`src/rtl/pitch_pkg.sv`:
```
// Shared types and sizing helpers for the pitch-detection correlator path.
// The most-negative macro seeds the argmax so the first candidate always wins.
`ifndef PITCH_MOST_NEG
`define PITCH_MOST_NEG(W) {1'b1, {((W)-1){1'b0}}}
`endif

package pitch_pkg;

  typedef enum logic [1:0] {
    IDLE  = 2'd0,
    ACCUM = 2'd1,
    FLUSH = 2'd2,
    DONE  = 2'd3
  } state_e;

  // FLUSH holds until stage 3 has compared the final sum.
  localparam logic [1:0] FLUSH_LAST = 2'd2;

  function automatic int acc_width(input int data_w, input int frame_len);
    return 2 * data_w + $clog2(frame_len) + 1;
  endfunction

  function automatic int cnt_width(input int frame_len);
    return (frame_len > 1) ? $clog2(frame_len) : 1;
  endfunction

endpackage

```
`src/rtl/xcorr_mac.sv`:
```
// Registered multiply (stage 1) and accumulate (stage 2) for one candidate.
// The sum is flagged valid the cycle after the candidate's final product lands.
module xcorr_mac
  import pitch_pkg::*;
#(
  parameter int DATA_W    = 16,
  parameter int FRAME_LEN = 4,
  parameter int IDX_W     = 11,
  localparam int ACC_W    = acc_width(DATA_W, FRAME_LEN)
) (
  input  logic                     i_clk,
  input  logic                     i_rst,
  input  logic                     i_clear,
  input  logic                     i_valid,
  input  logic                     i_first,
  input  logic                     i_last,
  input  logic signed [DATA_W-1:0] i_cand_data,
  input  logic signed [DATA_W-1:0] i_ref_data,
  input  logic [IDX_W-1:0]         i_index,
  output logic                     o_sum_valid,
  output logic signed [ACC_W-1:0]  o_sum,
  output logic [IDX_W-1:0]         o_index
);

  localparam int PROD_W = 2 * DATA_W;

  logic signed [PROD_W-1:0] candExt, refExt, prod_d;
  logic signed [PROD_W-1:0] prod_q;
  logic                     s1Valid_q, s1First_q, s1Last_q;
  logic [IDX_W-1:0]         s1Index_q;

  logic signed [ACC_W-1:0]  prodExt, acc_d, acc_q;
  logic                     sumValid_q;
  logic [IDX_W-1:0]         index_q;

  assign candExt = {{DATA_W{i_cand_data[DATA_W-1]}}, i_cand_data};
  assign refExt  = {{DATA_W{i_ref_data[DATA_W-1]}}, i_ref_data};
  assign prod_d  = candExt * refExt;

  always_ff @(posedge i_clk or posedge i_rst) begin
    if (i_rst) begin
      s1Valid_q <= 1'b0;
      s1First_q <= 1'b0;
      s1Last_q  <= 1'b0;
      s1Index_q <= '0;
      prod_q    <= '0;
    end else if (i_clear) begin
      s1Valid_q <= 1'b0;
      s1First_q <= 1'b0;
      s1Last_q  <= 1'b0;
      s1Index_q <= '0;
      prod_q    <= '0;
    end else begin
      s1Valid_q <= i_valid;
      if (i_valid) begin
        prod_q    <= prod_d;
        s1First_q <= i_first;
        s1Last_q  <= i_last;
        s1Index_q <= i_index;
      end
    end
  end

  // Gaps leave the partial sum untouched; a first flag restarts it.
  assign prodExt = {{(ACC_W - PROD_W){prod_q[PROD_W-1]}}, prod_q};

  always_comb begin
    acc_d = acc_q;
    if (s1Valid_q) begin
      acc_d = s1First_q ? prodExt : (acc_q + prodExt);
    end
  end

  always_ff @(posedge i_clk or posedge i_rst) begin
    if (i_rst) begin
      acc_q      <= '0;
      sumValid_q <= 1'b0;
      index_q    <= '0;
    end else if (i_clear) begin
      acc_q      <= '0;
      sumValid_q <= 1'b0;
      index_q    <= '0;
    end else begin
      acc_q      <= acc_d;
      sumValid_q <= s1Valid_q & s1Last_q;
      if (s1Valid_q && s1First_q) begin
        index_q <= s1Index_q;
      end
    end
  end

  assign o_sum_valid = sumValid_q;
  assign o_sum       = acc_q;
  assign o_index     = index_q;

endmodule

```
`src/rtl/xcorr_peak_search.sv`:
```
// Streams candidate frames against a reference frame and reports the index
// of the candidate with the largest dot product, with a done pulse per search.
module xcorr_peak_search
  import pitch_pkg::*;
#(
  parameter int DATA_W    = 16,
  parameter int FRAME_LEN = 4,
  parameter int IDX_W     = 11,
  parameter int TIE_LAST  = 0,
  localparam int ACC_W    = acc_width(DATA_W, FRAME_LEN)
) (
  input  logic                     i_clk,
  input  logic                     i_rst,
  input  logic                     i_start,
  input  logic                     i_valid,
  input  logic signed [DATA_W-1:0] i_cand_data,
  input  logic signed [DATA_W-1:0] i_ref_data,
  input  logic [IDX_W-1:0]         i_cand_index,
  input  logic                     i_last_cand,
  output logic                     o_busy,
  output logic                     o_done,
  output logic [IDX_W-1:0]         o_index,
  output logic signed [ACC_W-1:0]  o_max_value
);

  localparam int CNT_W = cnt_width(FRAME_LEN);
  localparam logic [CNT_W-1:0] CNT_LAST = CNT_W'(FRAME_LEN - 1);
  localparam logic signed [ACC_W-1:0] ACC_MIN = `PITCH_MOST_NEG(ACC_W);

  state_e state_q, state_d;
  logic [1:0]       flush_q, flush_d;
  logic [CNT_W-1:0] sampleCnt_q, sampleCnt_d;

  logic                    sampleAccept, finalSample;
  logic                    sumValid;
  logic signed [ACC_W-1:0] sum;
  logic [IDX_W-1:0]        sumIndex;
  logic                    update;

  logic signed [ACC_W-1:0] bestMax_q, bestMax_d;
  logic [IDX_W-1:0]        bestIdx_q, bestIdx_d;

  // A start pulse wins over any sample presented in the same cycle.
  assign sampleAccept = (state_q == ACCUM) && i_valid && !i_start;
  assign finalSample  = (sampleCnt_q == CNT_LAST);

  always_ff @(posedge i_clk or posedge i_rst) begin
    if (i_rst) begin
      state_q     <= IDLE;
      flush_q     <= 2'd0;
      sampleCnt_q <= '0;
    end else begin
      state_q     <= state_d;
      flush_q     <= flush_d;
      sampleCnt_q <= sampleCnt_d;
    end
  end

  always_comb begin
    state_d = state_q;
    if (i_start) begin
      state_d = ACCUM;
    end else begin
      case (state_q)
        IDLE:    state_d = IDLE;
        ACCUM:   if (sampleAccept && finalSample && i_last_cand) state_d = FLUSH;
        FLUSH:   if (flush_q == FLUSH_LAST) state_d = DONE;
        DONE:    state_d = IDLE;
        default: state_d = IDLE;
      endcase
    end
  end

  always_comb begin
    o_busy = (state_q == ACCUM) || (state_q == FLUSH);
    o_done = (state_q == DONE);
  end

  always_comb begin
    flush_d     = (state_q == FLUSH) ? (flush_q + 2'd1) : 2'd0;
    sampleCnt_d = sampleCnt_q;
    if (i_start) begin
      sampleCnt_d = '0;
    end else if (sampleAccept) begin
      sampleCnt_d = finalSample ? '0 : (sampleCnt_q + 1'b1);
    end
  end

  xcorr_mac #(
    .DATA_W    (DATA_W),
    .FRAME_LEN (FRAME_LEN),
    .IDX_W     (IDX_W)
  ) u_mac (
    .i_clk       (i_clk),
    .i_rst       (i_rst),
    .i_clear     (i_start),
    .i_valid     (sampleAccept),
    .i_first     (sampleCnt_q == '0),
    .i_last      (finalSample),
    .i_cand_data (i_cand_data),
    .i_ref_data  (i_ref_data),
    .i_index     (i_cand_index),
    .o_sum_valid (sumValid),
    .o_sum       (sum),
    .o_index     (sumIndex)
  );

  // Stage 3: argmax, with the tie policy picking earliest or latest index.
  always_comb begin
    update    = sumValid && ((sum > bestMax_q) || ((TIE_LAST != 0) && (sum == bestMax_q)));
    bestMax_d = bestMax_q;
    bestIdx_d = bestIdx_q;
    if (i_start) begin
      bestMax_d = ACC_MIN;
      bestIdx_d = '0;
    end else if (update) begin
      bestMax_d = sum;
      bestIdx_d = sumIndex;
    end
  end

  always_ff @(posedge i_clk or posedge i_rst) begin
    if (i_rst) begin
      bestMax_q <= '0;
      bestIdx_q <= '0;
    end else begin
      bestMax_q <= bestMax_d;
      bestIdx_q <= bestIdx_d;
    end
  end

  assign o_index     = bestIdx_q;
  assign o_max_value = bestMax_q;

endmodule
```
`config.mk`:
```
export PLATFORM = sky130hd
export DESIGN_NAME = xcorr_peak_search
export DESIGN_NICKNAME = d
export VERILOG_FILES = /design/src/rtl/pitch_pkg.sv /design/src/rtl/xcorr_mac.sv /design/src/rtl/xcorr_peak_search.sv
export SDC_FILE = /design/constraint.sdc
export NUM_CORES = 1
export LEC_CHECK = 0
export ABC_CLOCK_PERIOD_IN_PS = 6150
export CORE_ASPECT_RATIO = 1.25
export CORE_MARGIN = 4
export CORE_UTILIZATION = 45
export CTS_CLUSTER_DIAMETER = 50
export CTS_CLUSTER_SIZE = 20
export DETAILED_ROUTE_END_ITERATION = 8
export GPL_TIMING_DRIVEN = 0
export PLACE_DENSITY = 0.63
export SLEW_MARGIN = 20
export SYNTH_ARGS = -nofsm -noshare
export SYNTH_HDL_FRONTEND = slang
export SYNTH_SLANG_ARGS = --single-unit
```
`constraint.sdc`:
```
create_clock -name i_clk -period 6.15 [get_ports i_clk]
set_input_delay 1.845 -clock i_clk [delete_from_list [all_inputs] [get_ports i_clk]]
set_output_delay 1.845 -clock i_clk [all_outputs]
set_load 0.01 [all_outputs]
```
==> metrics.txt <==
run status=complete, but fails checks; violated checks=setup timing; vias per std cell=about 5.2; GRT Resource Usage Total=between 20 and 25%; initial antenna violation count=0; count of flip-flops with a built-in enable after synthesis=0; worst clock skew=just under 9 ps; worst-skew pair later-pin latency=between 400 and 500 ps; FILL cells=around 3700; Worst Max-Slew Pin Slew=858 ps; predominant post-synthesis flop cell=sky130_fd_sc_hd__dfrtp_1; post-synthesis register bit count=145; number of buffers added to fix hold violations after cts=0; count of standard-cell rows=82; area grow syn2layout=19.5%; max-cap violations=0; top cell types by occurrence after synthesis=346 x sky130_fd_sc_hd__inv_1, 263 x sky130_fd_sc_hd__fa_1, 232 x sky130_fd_sc_hd__nand2_1, 157 x sky130_fd_sc_hd__ha_1, 145 x sky130_fd_sc_hd__dfrtp_1; data required time at the worst endpoint=roughly 6500 ps; floorplan core area=0.0402 sq mm; count of final setup violators=20; gpl congestion=roughly 0.95; sequential element share of the synthesized area=19.8%; ratio of cells with drive above 1 in the final layout=between 10% and 20%; CP Class=primary input to flop; diode count=0; Max stage delay cell, worst path=sky130_fd_sc_hd__fa_1; DRT antenna net count=0; share of the core filled with cells=a little over half; most repeated library cell on the critical path=sky130_fd_sc_hd__fa_1; total global routing overflow=0; number of violations reported at the end of detailed-routing iteration 0=~760; DPL Wire Length=around 40000 um; post-route fraction of the period consumed by the critical path=118%; syn avg cell area=around 9.2 sq um; clock root cell=sky130_fd_sc_hd__clkbuf_16; crit-path cells=buf_12 -> clkbuf_16 -> buf_4 -> and2_1 -> fa_1 -> inv_1 -> fa_1 -> fa_1 -> inv_1 -> fa_1 -> fa_1 -> inv_1 -> fa_1 -> inv_1 -> ha_4 -> a21o_1 -> a21o_1 -> a221oi_4 -> a21boi_2 -> a221o_2 -> a21boi_2 -> mux2i_1 -> a311o_1; detailed-route wire length=49200 um; horizontal die dimension=189 um; RSZ-0062 raised after global routing=yes; DR vias=about 14000; HP Class=flop to flop; Top Family by Delay on Critical Path=adder cells; Mapped Nets=2451; starting density of the core=between 40 and 50%; count of pins on the block boundary=96; R2R cell count=10; clk buf depth=2; hold-critical path depth=1; Final Max Slew Viols=0; Die Ht=approximately 230 um; TritonCTS clock tree=yes; first-pass GRT wire length=78900 um; Post-Synthesis Cell Area=roughly 0.018 sq mm; Pre-Repair DR Iteration Count=5; async set-reset flop share out of synthesis=100%; top-area cell type share of the netlist area=between 20% and 30%; Gate Count Post-Synth=between 1500 and 2000; critical hold path startpoint=flush_q[0]$_DFF_PP0_; number of global-route vias before repair=roughly 15000; Hold Path Sink=flush_q[0]$_DFF_PP0_; CTS buffer count=17; highest clock rate=137 MHz; count of yosys warnings during synthesis=0; count of nets after finishing=2621; DRC violation count after routing=0; Slew Limit Headroom=roughly 43%; WL/cell=between 15 and 20 um; number of buffers added on ports=94; largest incremental delay on the critical path=540 ps; H-tree level count=4; worst reg2reg path startpoint=u_mac.o_sum[19]$_DFFE_PP0P_; CP Max Fanout=5; critical path endpoint category=flop; setup slack of the worst register-to-register path=2980 ps; cell types with the largest area share after synthesis=sky130_fd_sc_hd__fa_1 29%, sky130_fd_sc_hd__dfrtp_1 20%, sky130_fd_sc_hd__ha_1 11%; post-route worst hold slack=418 ps; Final min period=roughly 7300 ps; area enclosed by the die boundary=between 0.04 and 0.05 sq mm; reg-to-reg critical path endpoint=u_mac.o_sum[34]$_DFFE_PP0P_; Final WS setup=-1120 ps; crit path DAT=about 7600 ps; clock slew at reported path FFs=approximately 60 ps; cell taking the most area after synthesis=sky130_fd_sc_hd__fa_1; Buffers & Inverters on Critical Path=7; most repeated cell in the gate-level netlist after synthesis=sky130_fd_sc_hd__inv_1; synth unique cells=71; endpoints failing hold=0; CTS sink cnt=145; pin count of the biggest net entering global routing=74; startpoint type of the worst setup path=primary input
[final cells by class]
cell class / count / area, sq um / area share (%)
Multi-Input combinational cell: 1413 / 13400 / 61.3
Clock inverter: 11 / 128 / 0.582
Buffer: 79 / 797 / 3.63
Clock buffer: 21 / 480 / 2.19
Timing Repair Buffer: 151 / 1470 / 6.71
Sequential cell: 145 / 3630 / 16.5
Inverter: 346 / 1310 / 5.96
Tap cell: 546 / 683 / 3.12
[worst max path at each step]
stage,end,cells after the start,from
2_1_floorplan,u_mac.prod_q[31]$_DFFE_PP0P_,19,i_cand_data[15]
3_3_place_gp,u_mac.prod_q[31]$_DFFE_PP0P_,25,i_cand_data[6]
3_5_place_dp,u_mac.prod_q[31]$_DFFE_PP0P_,23,i_cand_data[13]
4_1_cts,u_mac.prod_q[31]$_DFFE_PP0P_,24,i_ref_data[6]
5_1_grt,u_mac.prod_q[28]$_DFFE_PP0P_,20,i_ref_data[5]
6_report,u_mac.prod_q[28]$_DFFE_PP0P_,23,i_ref_data[6]
[layout by cell type, fill, tap and decap left out, drive strengths merged, types with 5 or more instances in the layout]
cell type and n:
o21a 14, o21bai 6, a32o 5, xor2 20, nand3 15, o31ai 8
nand3b 5, fa 263, or3 10, o21ai 67, a22o 19, clkbuf 94
a211oi 13, nor2 117, nor3 12, a21o 39, clkdlybuf4s50 63, nand4 11
a311oi 12, inv 347, xnor2 32, dfrtp 145, buf 91, a31oi 14
and2 124, nand2b 17, mux2i 52, o211ai 9, clkinv 5, ha 157
a21boi 5, nor2b 8, a21oi 77, o311ai 6, nand2 232, and3 10
[stage by stage]
stage	instance area, sq um	worst slack, ps	cells	TNS [ps]
final	21900	-1120	2712	-14280
after global placement	20300	-2420	2623	-253210
after global routing	21900	-1300	2712	-18060
after floorplan	18700	-1120	1983	-12620
after CTS	21800	-1140	2701	-12860
after detailed placement	20300	-2510	2624	-43070
[per-layer routing]
| layer | vias up | global-route usage [%] | share of wire [%] |
|---|---|---|---|
| li1 | 6718 | - | - |
| met1 | 6980 | 27.7 | 41 |
| met2 | 324 | 41.7 | 51 |
| met3 | 72 | 2.30 | 3.5 |
| met4 | 0 | 8.31 | 3.9 |
| met5 | - | 0 | 0 |
[state kept, by name (all words and copies together) (netlist names), 2 cells and up]
name,flops
o_index,11
u_mac.prod_q,32
sampleCnt_q,2
flush_q,2
u_mac.o_sum,35
state_q,2
u_mac.o_index,11
u_mac.s1Index_q,11
o_max_value,35
[logic make-up after synthesis]
logic type,count (synthesis),synth area share [%]
and+or+nand+nor,568,14.5
buffers and inverters,425,8.78
adders and majority gates,420,39.4
AOI/OAI and AO/OA,321,12.2
DFF,145,19.8
xor gates and xnor gates,52,2.48
muxes,52,2.84
[repair_timing]
action | 4_1_cts | 5_1_grt
pin swaps | 43 | 15
buffers inserted | 44 | 12
endpoints found under the setup margin | 25 | 22
resized for setup | 301 | 14
cloned | 1 | 0
Power is left out: the tool's default activity adds up to more than one toggle a clock period on the data nets, which glitch-free logic cannot reach.
